$ cat config.mk
export PLATFORM = sky130hd
export DESIGN_NAME = ext_interrupt_controller_flat
export DESIGN_NICKNAME = d
export VERILOG_FILES = /design/src/rtl/ext_interrupt_controller_if.sv /design/src/rtl/ext_interrupt_controller.sv /design/src/flat_wrapper.sv
export SDC_FILE = /design/constraint.sdc
export NUM_CORES = 1
export LEC_CHECK = 0
export BUFFER_PORTS_ARGS = -buffer_cell sky130_fd_sc_hd__buf_4
export CAP_MARGIN = 20
export CORE_MARGIN = 3
export CORE_UTILIZATION = 50
export CTS_BUF_LIST = sky130_fd_sc_hd__clkbuf_4 sky130_fd_sc_hd__clkbuf_8 sky130_fd_sc_hd__clkbuf_16
export DETAILED_ROUTE_END_ITERATION = 7
export GPL_TIMING_DRIVEN = 1
export HOLD_SLACK_MARGIN = 0.03
export PLACE_DENSITY_LB_ADDON = 0.2
export SYNTH_ARGS = -nofsm -noshare
export SYNTH_HDL_FRONTEND = slang
export SYNTH_SLANG_ARGS = --single-unit
$ cat constraint.sdc
create_clock -name Sys_Clock -period 2.28 [get_ports Sys_Clock]
set_input_delay 0.456 -clock Sys_Clock [delete_from_list [all_inputs] [get_ports Sys_Clock]]
set_output_delay 0.456 -clock Sys_Clock [all_outputs]
set_load 0.01 [all_outputs]
$ cat src/rtl/ext_interrupt_controller_if.sv
// EIC request/acknowledge handshake between the
// external interrupt controller and the core.
interface ext_interrupt_controller_if #(
  parameter int ID_W = 3
);
  logic            EIC_IntReq;
  logic [ID_W-1:0] EIC_IntId;
  logic            EIC_IntAck;

  modport master (
    output EIC_IntReq,
    output EIC_IntId,
    input  EIC_IntAck
  );

  modport slave (
    input  EIC_IntReq,
    input  EIC_IntId,
    output EIC_IntAck
  );
endinterface

$ cat src/rtl/ext_interrupt_controller.sv
// External interrupt controller: sync, pending,
// masking, edge/level modes and EIC arbitration.
module ext_interrupt_controller #(
  parameter int NUM_SRC = 8,
  parameter int ID_W = 3,
  parameter int SYNC_STAGES = 2,
  parameter int ARB_RR = 0,
  parameter logic [NUM_SRC-1:0] EDGE_RST = '1
) (
  input  logic               Sys_Clock,
  input  logic               Sys_Reset,
  input  logic [NUM_SRC-1:0] Int_Src,
  input  logic               Cfg_Wen,
  input  logic               Cfg_Sel,
  input  logic [NUM_SRC-1:0] Cfg_WData,
  output logic [NUM_SRC-1:0] Int_Mask,
  output logic [NUM_SRC-1:0] Int_Mode,
  output logic [NUM_SRC-1:0] Int_Pending,
  ext_interrupt_controller_if.master eic
);

  typedef enum logic [1:0] {
    stIdle,
    stReq,
    stGap
  } stateT;

  localparam int PW = ID_W + 1;

  logic [NUM_SRC-1:0] syncQ [SYNC_STAGES];
  logic [NUM_SRC-1:0] syncS;
  logic [NUM_SRC-1:0] prevQ;
  logic [NUM_SRC-1:0] maskQ;
  logic [NUM_SRC-1:0] modeQ;
  logic [NUM_SRC-1:0] pendQ;
  logic [NUM_SRC-1:0] pendNext;
  logic [NUM_SRC-1:0] riseS;
  logic [NUM_SRC-1:0] ackClr;
  logic [NUM_SRC-1:0] modeClr;
  logic [NUM_SRC-1:0] eligible;

  stateT           state;
  stateT           stateN;
  logic            reqQ;
  logic            reqN;
  logic [ID_W-1:0] idQ;
  logic [ID_W-1:0] idN;
  logic [ID_W-1:0] rrPtr;
  logic [ID_W-1:0] rrN;
  logic [ID_W-1:0] basePtr;
  logic [ID_W-1:0] winner;
  logic [ID_W-1:0] nextPtr;
  logic [PW-1:0]   incW;
  logic [PW-1:0]   scanW;
  logic            anyElig;
  logic            ackHit;

  assign syncS = syncQ[SYNC_STAGES-1];

  // Synchronise raw lines, keep one cycle of history.
  always_ff @(posedge Sys_Clock or negedge Sys_Reset) begin
    if (!Sys_Reset) begin
      for (int i = 0; i < SYNC_STAGES; i++)
        syncQ[i] <= '0;
      prevQ <= '0;
    end else begin
      syncQ[0] <= Int_Src;
      for (int i = 1; i < SYNC_STAGES; i++)
        syncQ[i] <= syncQ[i-1];
      prevQ <= syncS;
    end
  end

  // Mask and trigger-mode configuration registers.
  always_ff @(posedge Sys_Clock or negedge Sys_Reset) begin
    if (!Sys_Reset) begin
      maskQ <= '1;
      modeQ <= EDGE_RST;
    end else if (Cfg_Wen) begin
      if (Cfg_Sel)
        modeQ <= Cfg_WData;
      else
        maskQ <= Cfg_WData;
    end
  end

  assign ackHit = (state == stReq) && eic.EIC_IntAck;
  assign riseS = syncS & ~prevQ;
  assign ackClr = ackHit
    ? (NUM_SRC'(1) << idQ) : '0;
  assign modeClr = (Cfg_Wen && Cfg_Sel)
    ? (Cfg_WData ^ modeQ) : '0;
  // Edge bits: a new rise beats the ack clear.
  assign pendNext =
    ((modeQ & (riseS | (pendQ & ~ackClr)))
    | (~modeQ & syncS)) & ~modeClr;

  // Pending bits.
  always_ff @(posedge Sys_Clock or negedge Sys_Reset) begin
    if (!Sys_Reset)
      pendQ <= '0;
    else
      pendQ <= pendNext;
  end

  assign eligible = pendQ & ~maskQ;
  assign basePtr = (ARB_RR != 0) ? rrPtr : '0;

  // First eligible source at or after basePtr, wrapping.
  always_comb begin
    winner = '0;
    anyElig = 1'b0;
    scanW = '0;
    for (int k = 0; k < NUM_SRC; k++) begin
      scanW = {1'b0, basePtr} + PW'(k);
      if (scanW >= PW'(NUM_SRC))
        scanW = scanW - PW'(NUM_SRC);
      if (!anyElig && eligible[scanW[ID_W-1:0]]) begin
        anyElig = 1'b1;
        winner = scanW[ID_W-1:0];
      end
    end
  end

  assign incW = {1'b0, idQ} + PW'(1);
  assign nextPtr = (incW >= PW'(NUM_SRC))
    ? '0 : incW[ID_W-1:0];

  // Handshake next-state and registered outputs.
  always_comb begin
    stateN = state;
    reqN = reqQ;
    idN = idQ;
    rrN = rrPtr;
    unique case (state)
      stIdle: begin
        if (anyElig) begin
          stateN = stReq;
          reqN = 1'b1;
          idN = winner;
        end
      end
      stReq: begin
        if (ackHit) begin
          stateN = stGap;
          reqN = 1'b0;
          if (ARB_RR != 0)
            rrN = nextPtr;
        end
      end
      stGap: stateN = stIdle;
      default: begin
        stateN = stIdle;
        reqN = 1'b0;
      end
    endcase
  end

  // Handshake state register.
  always_ff @(posedge Sys_Clock or negedge Sys_Reset) begin
    if (!Sys_Reset) begin
      state <= stIdle;
      reqQ <= 1'b0;
      idQ <= '0;
      rrPtr <= '0;
    end else begin
      state <= stateN;
      reqQ <= reqN;
      idQ <= idN;
      rrPtr <= rrN;
    end
  end

  assign eic.EIC_IntReq = reqQ;
  assign eic.EIC_IntId = idQ;
  assign Int_Mask = maskQ;
  assign Int_Mode = modeQ;
  assign Int_Pending = pendQ;

endmodule

$ cat src/flat_wrapper.sv
// flat-port wrapper written by rule: the top's interface ports become plain ports
module ext_interrupt_controller_flat 
#(
  parameter int NUM_SRC = 8,
  parameter int ID_W = 3,
  parameter int SYNC_STAGES = 2,
  parameter int ARB_RR = 0,
  parameter logic [NUM_SRC-1:0] EDGE_RST = '1
)
  (Sys_Clock, Sys_Reset, Int_Src, Cfg_Wen, Cfg_Sel, Cfg_WData, Int_Mask, Int_Mode, Int_Pending, eic_EIC_IntReq, eic_EIC_IntId, eic_EIC_IntAck);
  ext_interrupt_controller_if #(.ID_W(ID_W)) eic_i ();
  input  logic Sys_Clock;
  input  logic Sys_Reset;
  input  logic [NUM_SRC-1:0] Int_Src;
  input  logic Cfg_Wen;
  input  logic Cfg_Sel;
  input  logic [NUM_SRC-1:0] Cfg_WData;
  output logic [NUM_SRC-1:0] Int_Mask;
  output logic [NUM_SRC-1:0] Int_Mode;
  output logic [NUM_SRC-1:0] Int_Pending;
  output wire logic [$bits(eic_i.EIC_IntReq)-1:0] eic_EIC_IntReq;
  output wire logic [$bits(eic_i.EIC_IntId)-1:0] eic_EIC_IntId;
  input wire logic [$bits(eic_i.EIC_IntAck)-1:0] eic_EIC_IntAck;
  assign eic_EIC_IntReq = eic_i.EIC_IntReq;
  assign eic_EIC_IntId = eic_i.EIC_IntId;
  assign eic_i.EIC_IntAck = eic_EIC_IntAck;
  ext_interrupt_controller #(.NUM_SRC(NUM_SRC), .ID_W(ID_W), .SYNC_STAGES(SYNC_STAGES), .ARB_RR(ARB_RR), .EDGE_RST(EDGE_RST)) u_core (.Sys_Clock(Sys_Clock), .Sys_Reset(Sys_Reset), .Int_Src(Int_Src), .Cfg_Wen(Cfg_Wen), .Cfg_Sel(Cfg_Sel), .Cfg_WData(Cfg_WData), .Int_Mask(Int_Mask), .Int_Mode(Int_Mode), .Int_Pending(Int_Pending), .eic(eic_i));
endmodule
Yosys cells after proc, flatten, opt, wreduce, memory -nomap -nowiden
Cells that the tools add are included.
{"block": "totals", "in_bits": 21, "regBits": 54, "word_cells": 75, "output_inout_bits": 28}
{"block": "op_classes", "bitwise": 16, "n_mux": 23, "n_reduce_logical": 22, "n_eq_ne": 4, "shift": 1}
{"op": "AND 8 bit", "n": 6}
{"op": "inverter 8 bit", "n": 5}
{"op": "two-way mux 3 bit", "n": 6}
{"op": "two-way mux 8 bit", "n": 2}
{"op": "OR 8 bit", "n": 2}
{"op": "two-way mux 1 bit", "n": 11}
{"op": "logical AND 1 bit", "n": 9}
{"op": "AND reduction 2 bit", "n": 4}
{"op": "<< shifter 1 x 3 -> 8 bit, first input constant", "n": 1}
{"op": "bitwise XOR 8 bit", "n": 1}
{"op": "zero test 1 bit", "n": 7}
{"op": "two-way mux 2 bit", "n": 2}
{"op": "!= test 2 x 1 -> 1 bit, second input constant", "n": 2}
{"op": "case mux 2 bit (2 select lines)", "n": 1}
{"op": "case mux 1 bit (3 select lines)", "n": 1}
{"op": "AND reduction 3 bit", "n": 1}
{"op": "== test 2 x 1 -> 1 bit, second input constant", "n": 1}
{"op": "== test 2 bit, second input constant", "n": 1}
{"op": "zero test 2 bit", "n": 1}
{"op": "inverter 1 bit", "n": 2}

Longest topological paths before layout
Gate-level depths: netlist of the first run.
{"block": "depth", "depth_word": 26, "ltp_mapped": 6, "ltp_nobuf": 5}

Worst setup path after synthesis of the first run
No wires, ideal clock.
{"block": "synth_path", "kind": "flip-flop to flip-flop", "start": "reg u_core.maskQ[2] (netlist: u_core.Int_Mask[2])", "end": "reg u_core.idQ[0] (netlist: u_core.eic.EIC_IntId[0])", "required_ns": 2.206, "arrival_ns": 1.589, "path_buffers": 0, "setup_ns": 0.074, "setup_slack_ns": 0.617, "period_less_slack_ns": 1.663, "path_stages_with_launch": 5, "cell_sequence": "dfstp_2 -> and2b_1 -> or4_4 -> o32a_1 -> o21ai_2"}
{"block": "synth_via", "elab_chain_cells": 20, "elab_cells_between_ends": 26, "classes_between": "12 x mux; 2 x bitwise; 12 x reduce/logical"}
{"element": "start: declaration", "line": "ext_interrupt_controller.sv:33", "text": "logic [NUM_SRC-1:0] maskQ;"}
{"element": "start signal: assignment", "line": "ext_interrupt_controller.sv:83", "text": "maskQ <= Cfg_WData;"}
{"element": "inverter 8 bit (*)", "line": "ext_interrupt_controller.sv:106", "text": "assign eligible = pendQ & ~maskQ;"}
{"element": "AND 8 bit (*)", "line": "ext_interrupt_controller.sv:106"}
{"element": "logical AND 1 bit (*)", "line": "ext_interrupt_controller.sv:118", "text": "if (!anyElig && eligible[scanW[ID_W-1:0]]) begin"}
{"element": "two-way mux 1 bit", "line": "ext_interrupt_controller.sv:118"}
{"element": "zero test 1 bit", "line": "ext_interrupt_controller.sv:118"}
{"element": "logical AND 1 bit", "line": "ext_interrupt_controller.sv:118"}
{"element": "two-way mux 1 bit", "line": "ext_interrupt_controller.sv:118"}
{"element": "zero test 1 bit", "line": "ext_interrupt_controller.sv:118"}
{"element": "(+4 left out)"}
{"element": "two-way mux 1 bit", "line": "ext_interrupt_controller.sv:118"}
{"element": "zero test 1 bit", "line": "ext_interrupt_controller.sv:118"}
{"element": "logical AND 1 bit", "line": "ext_interrupt_controller.sv:118"}
{"element": "two-way mux 1 bit", "line": "ext_interrupt_controller.sv:118"}
{"element": "zero test 1 bit", "line": "ext_interrupt_controller.sv:118"}
{"element": "logical AND 1 bit", "line": "ext_interrupt_controller.sv:118"}
{"element": "two-way mux 1 bit", "line": "ext_interrupt_controller.sv:118"}
{"element": "AND reduction 2 bit (no line)"}
{"element": "end signal: assignment", "line": "ext_interrupt_controller.sv:169", "text": "idQ <= idN;"}
{"element": "end: declaration", "line": "ext_interrupt_controller.sv:46", "text": "logic [ID_W-1:0] idQ;"}
Every way passes the cells marked *; elsewhere a longest branch is shown, timed or not.
A chain may end at the register's enable or synchronous reset.

Worst setup path in the final report of the first run
Ends and elaborated chain as after synthesis.

==> results of run 1 <==
-- worst max-delay path: cells and delay by family (launching register included) --
family	cells	cell delay [ps]
simple gates	2	630
flops	1	550
compound gates	2	460
-- worst max-delay path by stage --
stage / start / to / slack (ps) / cells past startpoint
floorplan: u_core.Int_Mask[2] / u_core.eic.EIC_IntId[0] / 620 / 4
global placement: u_core.Int_Mask[2] / u_core.eic.EIC_IntId[0] / 640 / 4
detailed placement: u_core.Int_Mask[2] / u_core.eic.EIC_IntId[0] / 590 / 4
CTS: u_core.Int_Mask[2] / u_core.eic.EIC_IntId[0] / 570 / 4
global route: u_core.Int_Mask[5] / u_core.eic.EIC_IntReq / 480 / 5
finish: u_core.Int_Mask[2] / u_core.eic.EIC_IntId[0] / 570 / 4
-- power breakdown --
| group | internal [W] | switching [W] |
|---|---|---|
| registers | 0.00112 | 0.000153 |
| clock network | 0.000257 | 0.000292 |
| logic | 0.000310 | 0.000287 |
-- kinds of logic after synthesis --
family,count (synthesis),synth area share [%]
multiplexers,8,4.253
buffers and inverters,7,1.240
flip-flops,54,64.74
AO/OA/AOI/OAI,28,8.506
AND/OR/NAND/NOR,80,21.26
-- metrics by stage --
| step | instances | total power [W] | area [sq um] | utilization [%] | setup WS (ps) |
|---|---|---|---|---|---|
| floorplan | 177 | 0.001591 | 2118 | - | 617.2 |
| global placement | 271 | 0.001852 | 2526 | 62.26 | 636.0 |
| detailed placement | 271 | 0.001886 | 2526 | 62.26 | 591.1 |
| CTS | 279 | 0.002435 | 2621 | 64.60 | 572.3 |
| global route | 279 | 0.002543 | 2621 | 64.60 | 479.1 |
| finish | 279 | 0.002417 | 2621 | 64.60 | 568.2 |
-- sequential cells by signal (all words and copies together), names as in the netlist --
signal / cells
u_core.state: 2
u_core.Int_Pending: 8
u_core.syncQ: 8
u_core.eic.EIC_IntId: 3
u_core.prevQ: 8
u_core.eic.EIC_IntReq: 1
u_core.syncS: 8
u_core.Int_Mask: 8
u_core.Int_Mode: 8
-- layout make-up --
class	instances	area (sq um)
Fill cell	311	1436
Tap cell	50	62.56
Sequential cell	54	1371
Clock buffer	7	90.09
Inverter	3	11.26
Multi-Input combinational cell	116	720.7
Clock inverter	1	5.005
Timing Repair Buffer	48	360.3
-- layout by cell type, fill, tap and decap left out, types with 2 or more instances in the layout --
cell type / instances
buf_4: 48
dfrtp_1: 38
nand2_1: 37
dfstp_2: 16
a21oi_1: 14
nor3_1: 10
nor3b_1: 8
mux2_2: 8
a22oi_1: 7
clkbuf_8: 6
inv_1: 3
and2b_2: 3
nand2b_1: 3
nand4b_1: 2
nor2_1: 2
and2b_1: 2
nand3b_1: 2
nor2b_4: 2
-- metal layers --
metal	share of wire [%]	vias to the layer above
met4	1.3	0
met2	49	57
met5	0	-
met1	41	762
met3	8.5	6
li1	-	716
==> metrics.md, run 1 <==
| Metric | Value |
|---|---|
| Crit-path slowest cell | dfstp_2 |
| R2R cell count | 4 |
| Dpl hpwl | 3160 um |
| Post-route antenna net violation count | 0 |
| Yosys cell types | 33 |
| Synth area leader | dfrtp_1 |
| Critical Path End Type | register |
| FMAX | 584.2 MHz |
| Total Routing Usage GR | 18.15% |
| Mapped cell area | 0.002118 sq mm |
| Num CTS Buffers | 5 |
| Ant diodes | 0 |
| Clock Latency Late Sink | 300 ps |
| RSZ-0062 raised after global routing | no |
| H-tree depth | 2 |
| CP Max Fanout | 4 |
| Top cells by area, synth | dfrtp_1 (45%), dfstp_2 (20%), nand2_1 (6.6%) |
| Initial antenna violation count | 0 |
| Leakage | 1.200 nW |
| Clock transition at the registers of the reported paths | 90 ps |
| PwrDens | 922.2 mW/mm^2 |
| Worst endpoint required time | 2510 ps |
| Port Buffers | 48 |
| Most used DFF post-synth | dfrtp_1 |
| Postcts setup bufs | 0 |
| CP Launch Type | register |
| Endpoints failing setup | 0 |
| Die height | 71.09 um |
| Post_cts resized | 0 |
| Worst R2R End | u_core.eic.EIC_IntId[0] |
| Final slew viol count | 0 |
| Ports | 49 |
| Most Crowded Layer GR | met2 |
| Grt met2 use | 28.53% |
| Status | finished, final reports clean |
| Clock skew | 5.494 ps |
| Slew @ Worst Pin | 650.6 ps |
| Clock sinks | 54 |
| Reg2Reg Launch Point | u_core.Int_Mask[2] |
| DRT iter0 DRCs | 55 |
| Final RePlAce weighted congestion | 0.7916 |
| Cells after Synth | 177 |
| Count leader, synth | dfrtp_1 |
| Area delta synth->final | 23.74% |
| GR Util met3 | 6.392% |
| Clock Tree Root | clkbuf_8 |
| Period minus WS final | 1712 ps |
| Fin Hold WS | 171.6 ps |
| Met1 Track Usage GR | 23.51% |
| # rows | 23 |
| Ratio of cells with drive above 1 in the final layout | 39.30% |
| DR pass1 iterations | 4 |
| Drt drc | 0 |
| Avg Cell Area, Syn | 11.97 sq um |
| Post-synth EDFFs | 0 |
| Final WL | 4455 um |
| Crit-path max cell delay | 550 ps |
| Period utilization | 75.08% |
| Core area | 0.004058 sq mm |
| Setup TNS | 0 ps |
| Maximum VDD drop | 0.0004806 V |
| Mapped Nets | 198 |
| Seq/Total Area, Yosys | 64.74% |
| #FFs+latches synth | 54 |
| Hold Path Class | primary input to async pin |
| DR vias/cell | 5.523 |
| Synth top cells by count | dfrtp_1 (38), nand2_1 (37), dfstp_2 (16) |
| Pin count of the biggest net entering global routing | 55 |
| Arrival @ worst endpoint | 1950 ps |
| Yosys warning count | 0 |
| CTS Buffer Depth | 2 |
| Die Footprint | 0.005054 sq mm |
| Starting Density | 52.20% |
| Max-cap viol count | 0 |
| Routed WL per cell | 15.97 um |
| Vias in the first global route | 1,527 |
| Crit path kind | register to register |
| Number of nets in the layout | 249 |
| Asr flop ratio synth | 100.0% |
| Total grt overflow | 0 |
| Top-area cell type share of the netlist area | 44.89% |
| Reg2reg setup slack | 570 ps |
| Final Hold Fails | 0 |
| TritonCTS clock tree | yes |
| Die width | 71.09 um |
| Worst path cell trace | and2b_1 -> or4_4 -> o32a_1 -> o21ai_2 |
| Cts hold-fix bufs | 0 |
| First-pass GRT wire length | 7065 um |
| Rel. slew slack | 56.62% |
| Via count | 1,541 |
(Power assumes the default switching activity.)
==> run 2, diff against run 1 <==
- CORE_UTILIZATION: 50 -> 47
- clock period: 2.28 -> 1.5 ns (I/O delays scaled with it)
==> run 2 against run 1 <==
Effect of this change: the run now ends with setup timing left; design area increased by 12%; worst setup slack got worse by 700 ps; critical endpoint is now u_core.eic.EIC_IntId[1]; sequential share of layout area is 5.5 points lower.
==> metrics.md, run 2 (synthesis gave the netlist of run 1 again) <==
| Metric | Value |
|---|---|
| Pin count of the biggest net entering global routing | 30 (was 55) |
| Starting Density | 50.76% (was 52.20%) |
| Setup WS pre-CTS | -158.9 ps (was 591.1 ps) |
| Clock Tree Root | clkbuf_8 (unchanged) |
| Worst path cell trace | and2b_2 -> nor4b_4 -> a211o_4 -> nand2_2 -> o41ai_2 (was and2b_1 -> or4_4 -> o32a_1 -> o21ai_2) |
| DR pass1 iterations | 4 (unchanged) |
| Die width | 73.14 um (was 71.09 um) |
| # rows | 23 (unchanged) |
| Rel. slew slack | 73.12% (was 56.62%) |
| Max-cap viol count | 0 (unchanged) |
| Worst setup margin | -130.8 ps (was 568.2 ps) |
| CP Max Fanout | 6 (was 4) |
| Dpl hpwl | 3316 um (was 3160 um) |
| Post-route antenna net violation count | 0 (unchanged) |
| Clock Latency Late Sink | 300 ps (about the same) |
| Ant diodes | 0 (unchanged) |
| Leakage | 1.384 nW (was 1.200 nW) |
| Drt drc | 0 (unchanged) |
| Period utilization | 108.7% (was 75.08%) |
| Clock sinks | 54 (unchanged) |
| Commonest non-fill, non-tap cell in the layout | buf_4 (unchanged) |
| Number of nets in the layout | 282 (was 249) |
| Maximum VDD drop | 0.0007514 V (was 0.0004806 V) |
| Reg2Reg Launch Point | u_core.Int_Mask[5] (was u_core.Int_Mask[2]) |
| DR vias/cell | 5.250 (was 5.523) |
| Ratio of cells with drive above 1 in the final layout | 49.24% (was 39.30%) |
| Crit-path slowest cell | dfstp_2 (unchanged) |
| Buf/Inv on CP | 0 (unchanged) |
| R2R cell count | 5 (was 4) |
| Worst R2R End | u_core.eic.EIC_IntId[1] (was u_core.eic.EIC_IntId[0]) |
| Clock skew | 9.367 ps (was 5.494 ps) |
| Final WL | 4626 um (was 4455 um) |
| RSZ-0062 raised after global routing | yes (was no) |
| Final Hold Fails | 0 (unchanged) |
| FMAX | 613.2 MHz (was 584.2 MHz) |
| Worst endpoint required time | 1700 ps (was 2510 ps) |
| Routed WL per cell | 14.83 um (was 15.97 um) |
| Endpoints failing setup | 5 (was 0) |
| Ports | 49 (unchanged) |
| Total Routing Usage GR | 18.63% (was 18.15%) |
| Core area | 0.004173 sq mm (was 0.004058 sq mm) |
| DRT iter0 DRCs | 99 (was 55) |
| Crit-path max cell delay | 540 ps (was 550 ps) |
| Via count | 1,638 (was 1,541) |
| Failing checks | setup timing |
| Arrival @ worst endpoint | 1830 ps (was 1950 ps) |
| Hold Path Class | primary input to register (was primary input to async pin) |
| Crit path kind | register to register (unchanged) |
| TritonCTS clock tree | yes (unchanged) |
| Layout Utilization | 70.13% (was 64.60%) |
| CP delay by family, top | simple AND/OR/NAND/NOR gates (unchanged) |
| Setup TNS | -517.1 ps (was 0 ps) |
| Total grt overflow | 0 (unchanged) |
| Die height | 73.14 um (was 71.09 um) |
| Critical Path End Type | register (unchanged) |
| Initial antenna violation count | 0 (unchanged) |
| Worst Setup SP | u_core.Int_Mask[5] (was u_core.Int_Mask[2]) |
| Vias in the first global route | 1,603 (was 1,527) |
| Status | complete, but fails checks (was finished, final reports clean) |
| Hold path start | Int_Src[1] |
| CP Launch Type | register (unchanged) |
| Final RePlAce weighted congestion | 0.8979 (was 0.7916) |
| CTS Buffer Depth | 2 (unchanged) |
| H-tree depth | 2 (unchanged) |
| Hold worst-path end | u_core.syncQ[9] |
| Slew @ Worst Pin | 403.2 ps (was 650.6 ps) |
| Most used cells in the layout excluding fill and tap cells | buf_4 (79), dfrtp_1 (38), nand2_1 (36) (was buf_4 (48), dfrtp_1 (38), nand2_1 (37)) |
| Die Footprint | 0.005349 sq mm (was 0.005054 sq mm) |
| Reg2reg setup slack | -130 ps (was 570 ps) |
| Num CTS Buffers | 5 (unchanged) |
| PwrDens | 1355 mW/mm^2 (was 922.2 mW/mm^2) |
| First-pass GRT wire length | 7541 um (was 7065 um) |
| Period minus WS final | 1631 ps (was 1712 ps) |
| Clock transition at the registers of the reported paths | 90 ps (about the same) |
| Area delta synth->final | 38.16% (was 23.74%) |
| Port Buffers | 48 (unchanged) |
| Overall Power | 0.003967 W (was 0.002417 W) |
| Final slew viol count | 0 (unchanged) |
| Hold Crit Depth | 1 |
-- run 2: cell types whose count changed in the layout (fill, tap and decap cells not counted), sizes merged --
cell         delta
clkbuf          +1
buf            +32
dlygate4sd3     +1
clkinv          -1
-- run 2: where the power goes --
| part | switching, W | internal [W] | total [W] |
|---|---|---|---|
| clock | 0.000422 | 0.000387 | 0.000809 |
| sequential | 0.000182 | 0.00170 | 0.00188 |
| combinational | 0.000572 | 0.000704 | 0.00128 |
| total | 0.00118 | 0.00279 | 0.00397 |
-- run 2: layout make-up --
type	instances	area (sq um)
well taps	50	62.56
fillers	329	1246
repair buffers	81	623.1
clock buffers	8	91.34
multi-input cells	116	767.0
flip-flops and latches	54	1371
inverters	3	11.26
-- run 2: how the worst max path moves through the flow --
stage	to	slack (ps)	cells after the start
global route	u_core.eic.EIC_IntId[0]	-200	5
finish	u_core.eic.EIC_IntId[1]	-130	5
global placement	u_core.eic.EIC_IntId[0]	-70	4
floorplan	u_core.eic.EIC_IntId[0]	-120	4
CTS	u_core.eic.EIC_IntId[1]	-110	5
detailed placement	u_core.eic.EIC_IntId[1]	-160	6
-- run 2: what timing repair did --
action / 4_1_cts / 5_1_grt
resized for setup: 2 / 6
pin swaps: 2 / 4
endpoints found under the setup margin: 5 / 9
hold buffers: 1 / 0
hold endpoints to repair: 17 / 0
buffers inserted: 1 / 2
-- run 2: per-layer routing --
| metal | wire length, um | vias up | track usage [%] |
|---|---|---|---|
| met5 | 0 | - | 0 |
| met4 | 22 | 0 | 4.918 |
| met3 | 264 | 2 | 4.545 |
| met2 | 2264 | 43 | 29.39 |
| met1 | 2075 | 803 | 25.79 |
| li1 | - | 790 | - |
-- run 2: metrics by stage --
step	area (sq um)	instances	hold WS, ps
after floorplan	2127	177	4.409
after global placement	2765	300	226.2
after detailed placement	2765	300	226.1
after CTS	2888	310	86.93
after global routing	2927	312	80.72
final	2927	312	99.87
==> run 3, diff against run 2 <==
- CELL_PAD_IN_SITES_DETAIL_PLACEMENT: unset -> 0
- CELL_PAD_IN_SITES_GLOBAL_PLACEMENT: unset -> 1
- CORE_UTILIZATION: 47 -> 37
- PLACE_DENSITY_LB_ADDON: 0.2 -> 0.3
==> run 3 against run 2 <==
Effect of this change: the run still ends with setup timing left; fmax rose by 1.8%; worst setup slack better by 29 ps; die area rose by 25%; sequential share of layout area grew 0.060 points; global-route usage is 3.8 points lower; critical endpoint unchanged; highest routed layer unchanged.
==> metrics.md, run 3 (synthesis gave the netlist of run 1 again) <==
| Metric | Value |
|---|---|
| Status | complete, but fails checks (unchanged) |
| Failing checks | setup timing (unchanged) |
| Core area | 0.005335 sq mm (was 0.004173 sq mm) |
| Port Buffers | 48 (unchanged) |
| First-pass GRT wire length | 7369 um (was 7541 um) |
| Die Footprint | 0.006669 sq mm (was 0.005349 sq mm) |
| Final WL | 4455 um (was 4626 um) |
| Top sig layer | met4 (unchanged) |
| Clock power share | 21.3% (was 20.4%) |
| Sw Ratio | 29.81% (was 29.67%) |
| Worst endpoint required time | 1690 ps (was 1700 ps) |
| Via count | 1,586 (was 1,638) |
| Die width | 81.67 um (was 73.14 um) |
| Final slew viol count | 0 (unchanged) |
| Total grt overflow | 0 (unchanged) |
| Most used cells in the layout excluding fill and tap cells | buf_4 (75), dfrtp_1 (38), nand2_1 (37) (was buf_4 (79), dfrtp_1 (38), nand2_1 (36)) |
| Slew @ Worst Pin | 431.8 ps (was 403.2 ps) |
| Endpoints failing setup | 5 (unchanged) |
| Ratio of cells with drive above 1 in the final layout | 47.49% (was 49.24%) |
| Seq pwr share | 48.3% (was 47.4%) |
| CTS Buffer Depth | 2 (unchanged) |
| Crit path kind | register to register (unchanged) |
| DR vias/cell | 4.821 (was 5.250) |
| Number of nets in the layout | 279 (was 282) |
| Pin count of the biggest net entering global routing | 34 (was 30) |
| Critical Path End Type | register (unchanged) |
| Rel. slew slack | 71.21% (was 73.12%) |
| Starting Density | 39.70% (was 50.76%) |
| Pint | 0.002739 W (was 0.002790 W) |
| Final RePlAce weighted congestion | 0.7401 (was 0.8979) |
| Period utilization | 106.8% (was 108.7%) |
| Post-route antenna net violation count | 0 (unchanged) |
| Fin Hold WS | 92.90 ps (was 99.87 ps) |
| FMAX | 624.3 MHz (was 613.2 MHz) |
| Drt drc | 0 (unchanged) |
| Logic pwr share | 30.4% (was 32.2%) |
| # rows | 26 (was 23) |
| Met3 routed WL | 228 um (was 264 um) |
| CP Launch Type | register (unchanged) |
| Vias in the first global route | 1,534 (was 1,603) |
| Clock Latency Late Sink | 300 ps (about the same) |
| Wire length on met2 | 2048 um (was 2264 um) |
| TritonCTS clock tree | yes (unchanged) |
| Crit-path max cell delay | 540 ps (about the same) |
| Hold Path Class | primary input to register (unchanged) |
| Maximum VDD drop | 0.0006053 V (was 0.0007514 V) |
| Routed WL per cell | 13.54 um (was 14.83 um) |
| Clock transition at the registers of the reported paths | 100 ps (was 90 ps) |
| Clock Tree Root | clkbuf_8 (unchanged) |
| Dpl hpwl | 3267 um (was 3316 um) |
| Met1 Wirelength | 2119 um (was 2075 um) |
| H-tree depth | 2 (unchanged) |
| CP Max Fanout | 6 (unchanged) |
| Max-cap viol count | 0 (unchanged) |
| Final Hold Fails | 0 (unchanged) |
| Total Routing Usage GR | 14.82% (was 18.63%) |
| Worst path cell trace | and2b_2 -> nor4b_4 -> a211o_2 -> nand2_1 -> o41ai_1 (was and2b_2 -> nor4b_4 -> a211o_4 -> nand2_2 -> o41ai_2) |
| Ant diodes | 0 (unchanged) |
| Worst setup margin | -101.7 ps (was -130.8 ps) |
| Clock skew | 10.37 ps (was 9.367 ps) |
| P_sw | 0.001163 W (was 0.001177 W) |
| DR pass1 iterations | 4 (unchanged) |
| Period minus WS final | 1602 ps (was 1631 ps) |
| Ports | 49 (unchanged) |
| Setup TNS | -304.0 ps (was -517.1 ps) |
| Initial antenna violation count | 0 (unchanged) |
| RSZ-0062 raised after global routing | yes (unchanged) |
| DRT iter0 DRCs | 64 (was 99) |
| Commonest non-fill, non-tap cell in the layout | buf_4 (unchanged) |
| Area delta synth->final | 37.98% (was 38.16%) |
| Clock sinks | 54 (unchanged) |
| Crit-path slowest cell | dfstp_2 (unchanged) |
| Leakage | 1.364 nW (was 1.384 nW) |
| Arrival @ worst endpoint | 1790 ps (was 1830 ps) |
| Die height | 81.67 um (was 73.14 um) |
| Num CTS Buffers | 5 (unchanged) |
| PwrDens | 1335 mW/mm^2 (was 1355 mW/mm^2) |
-- run 3: area by class of cell --
class	count	area [sq um]
sequential	54	1371
clock buffer	6	82.58
timing repair buffer	78	613.1
inverter	3	11.26
tap	70	87.58
fill	486	2412
clock inverter	2	12.51
multi-input combinational	116	744.5
-- run 3: final timing paths --
path / from / to / slack (ps) / depth (start not counted)
min in group asynchronous: Sys_Reset / u_core.syncS[5] / 420 / 2
max: u_core.Int_Mask[5] / u_core.eic.EIC_IntId[1] / -100 / 5
min: Int_Src[7] / u_core.syncQ[15] / 90 / 1
max in group asynchronous: Sys_Reset / u_core.Int_Mode[0] / 540 / 3
min reg2reg: u_core.syncQ[9] / u_core.syncS[1] / 350 / 0
max reg2reg: u_core.Int_Mask[5] / u_core.eic.EIC_IntId[1] / -100 / 5
-- run 3: repair_timing --
action / in CTS / in global routing
hold endpoints to repair: 14 / 0
pin swaps: 2 / 2
gates resized for setup: 2 / 2
hold buffers: 1 / 0
setup buffers: 1 / 1
endpoints found under the setup margin: 5 / 6
-- run 3: routing by layer --
layer	global-route usage, %	vias up
met5	0	-
met4	4.983	0
met3	3.838	7
met2	21.82	34
met1	21.29	767
li1	-	778
-- run 3: critical path: cells and delay by family (launching register included) --
family / cells / cell delay [ps]
AOI/OAI and AO/OA: 2 / 310
DFF: 1 / 540
and+or+nand+nor: 3 / 640
-- run 3: through the flow --
stage                     total power [W]  util [%]  area, sq um  cells  setup slack, ps
after global routing             0.004156     54.78         2923    329           -178.1
after floorplan                  0.002430         -         2127    177           -119.4
after CTS                        0.003932     54.55         2910    328           -111.5
final                            0.003903     54.78         2923    329           -101.7
after global placement           0.003048     52.25         2788    318           -73.09
after detailed placement         0.003065     52.25         2788    318           -94.09
-- run 3: power by group through the flow --
| stage | clock [W] | sequential (W) | combinational (W) |
|---|---|---|---|
| 3_3_place_gp | 0 | 0.00191 | 0.00114 |
| 6_report | 0.000833 | 0.00188 | 0.00119 |
| 5_1_grt | 0.000935 | 0.00192 | 0.00130 |
| 2_1_floorplan | 0 | 0.00196 | 0.000468 |
| 4_1_cts | 0.000864 | 0.00189 | 0.00118 |
| 3_5_place_dp | 0 | 0.00191 | 0.00115 |
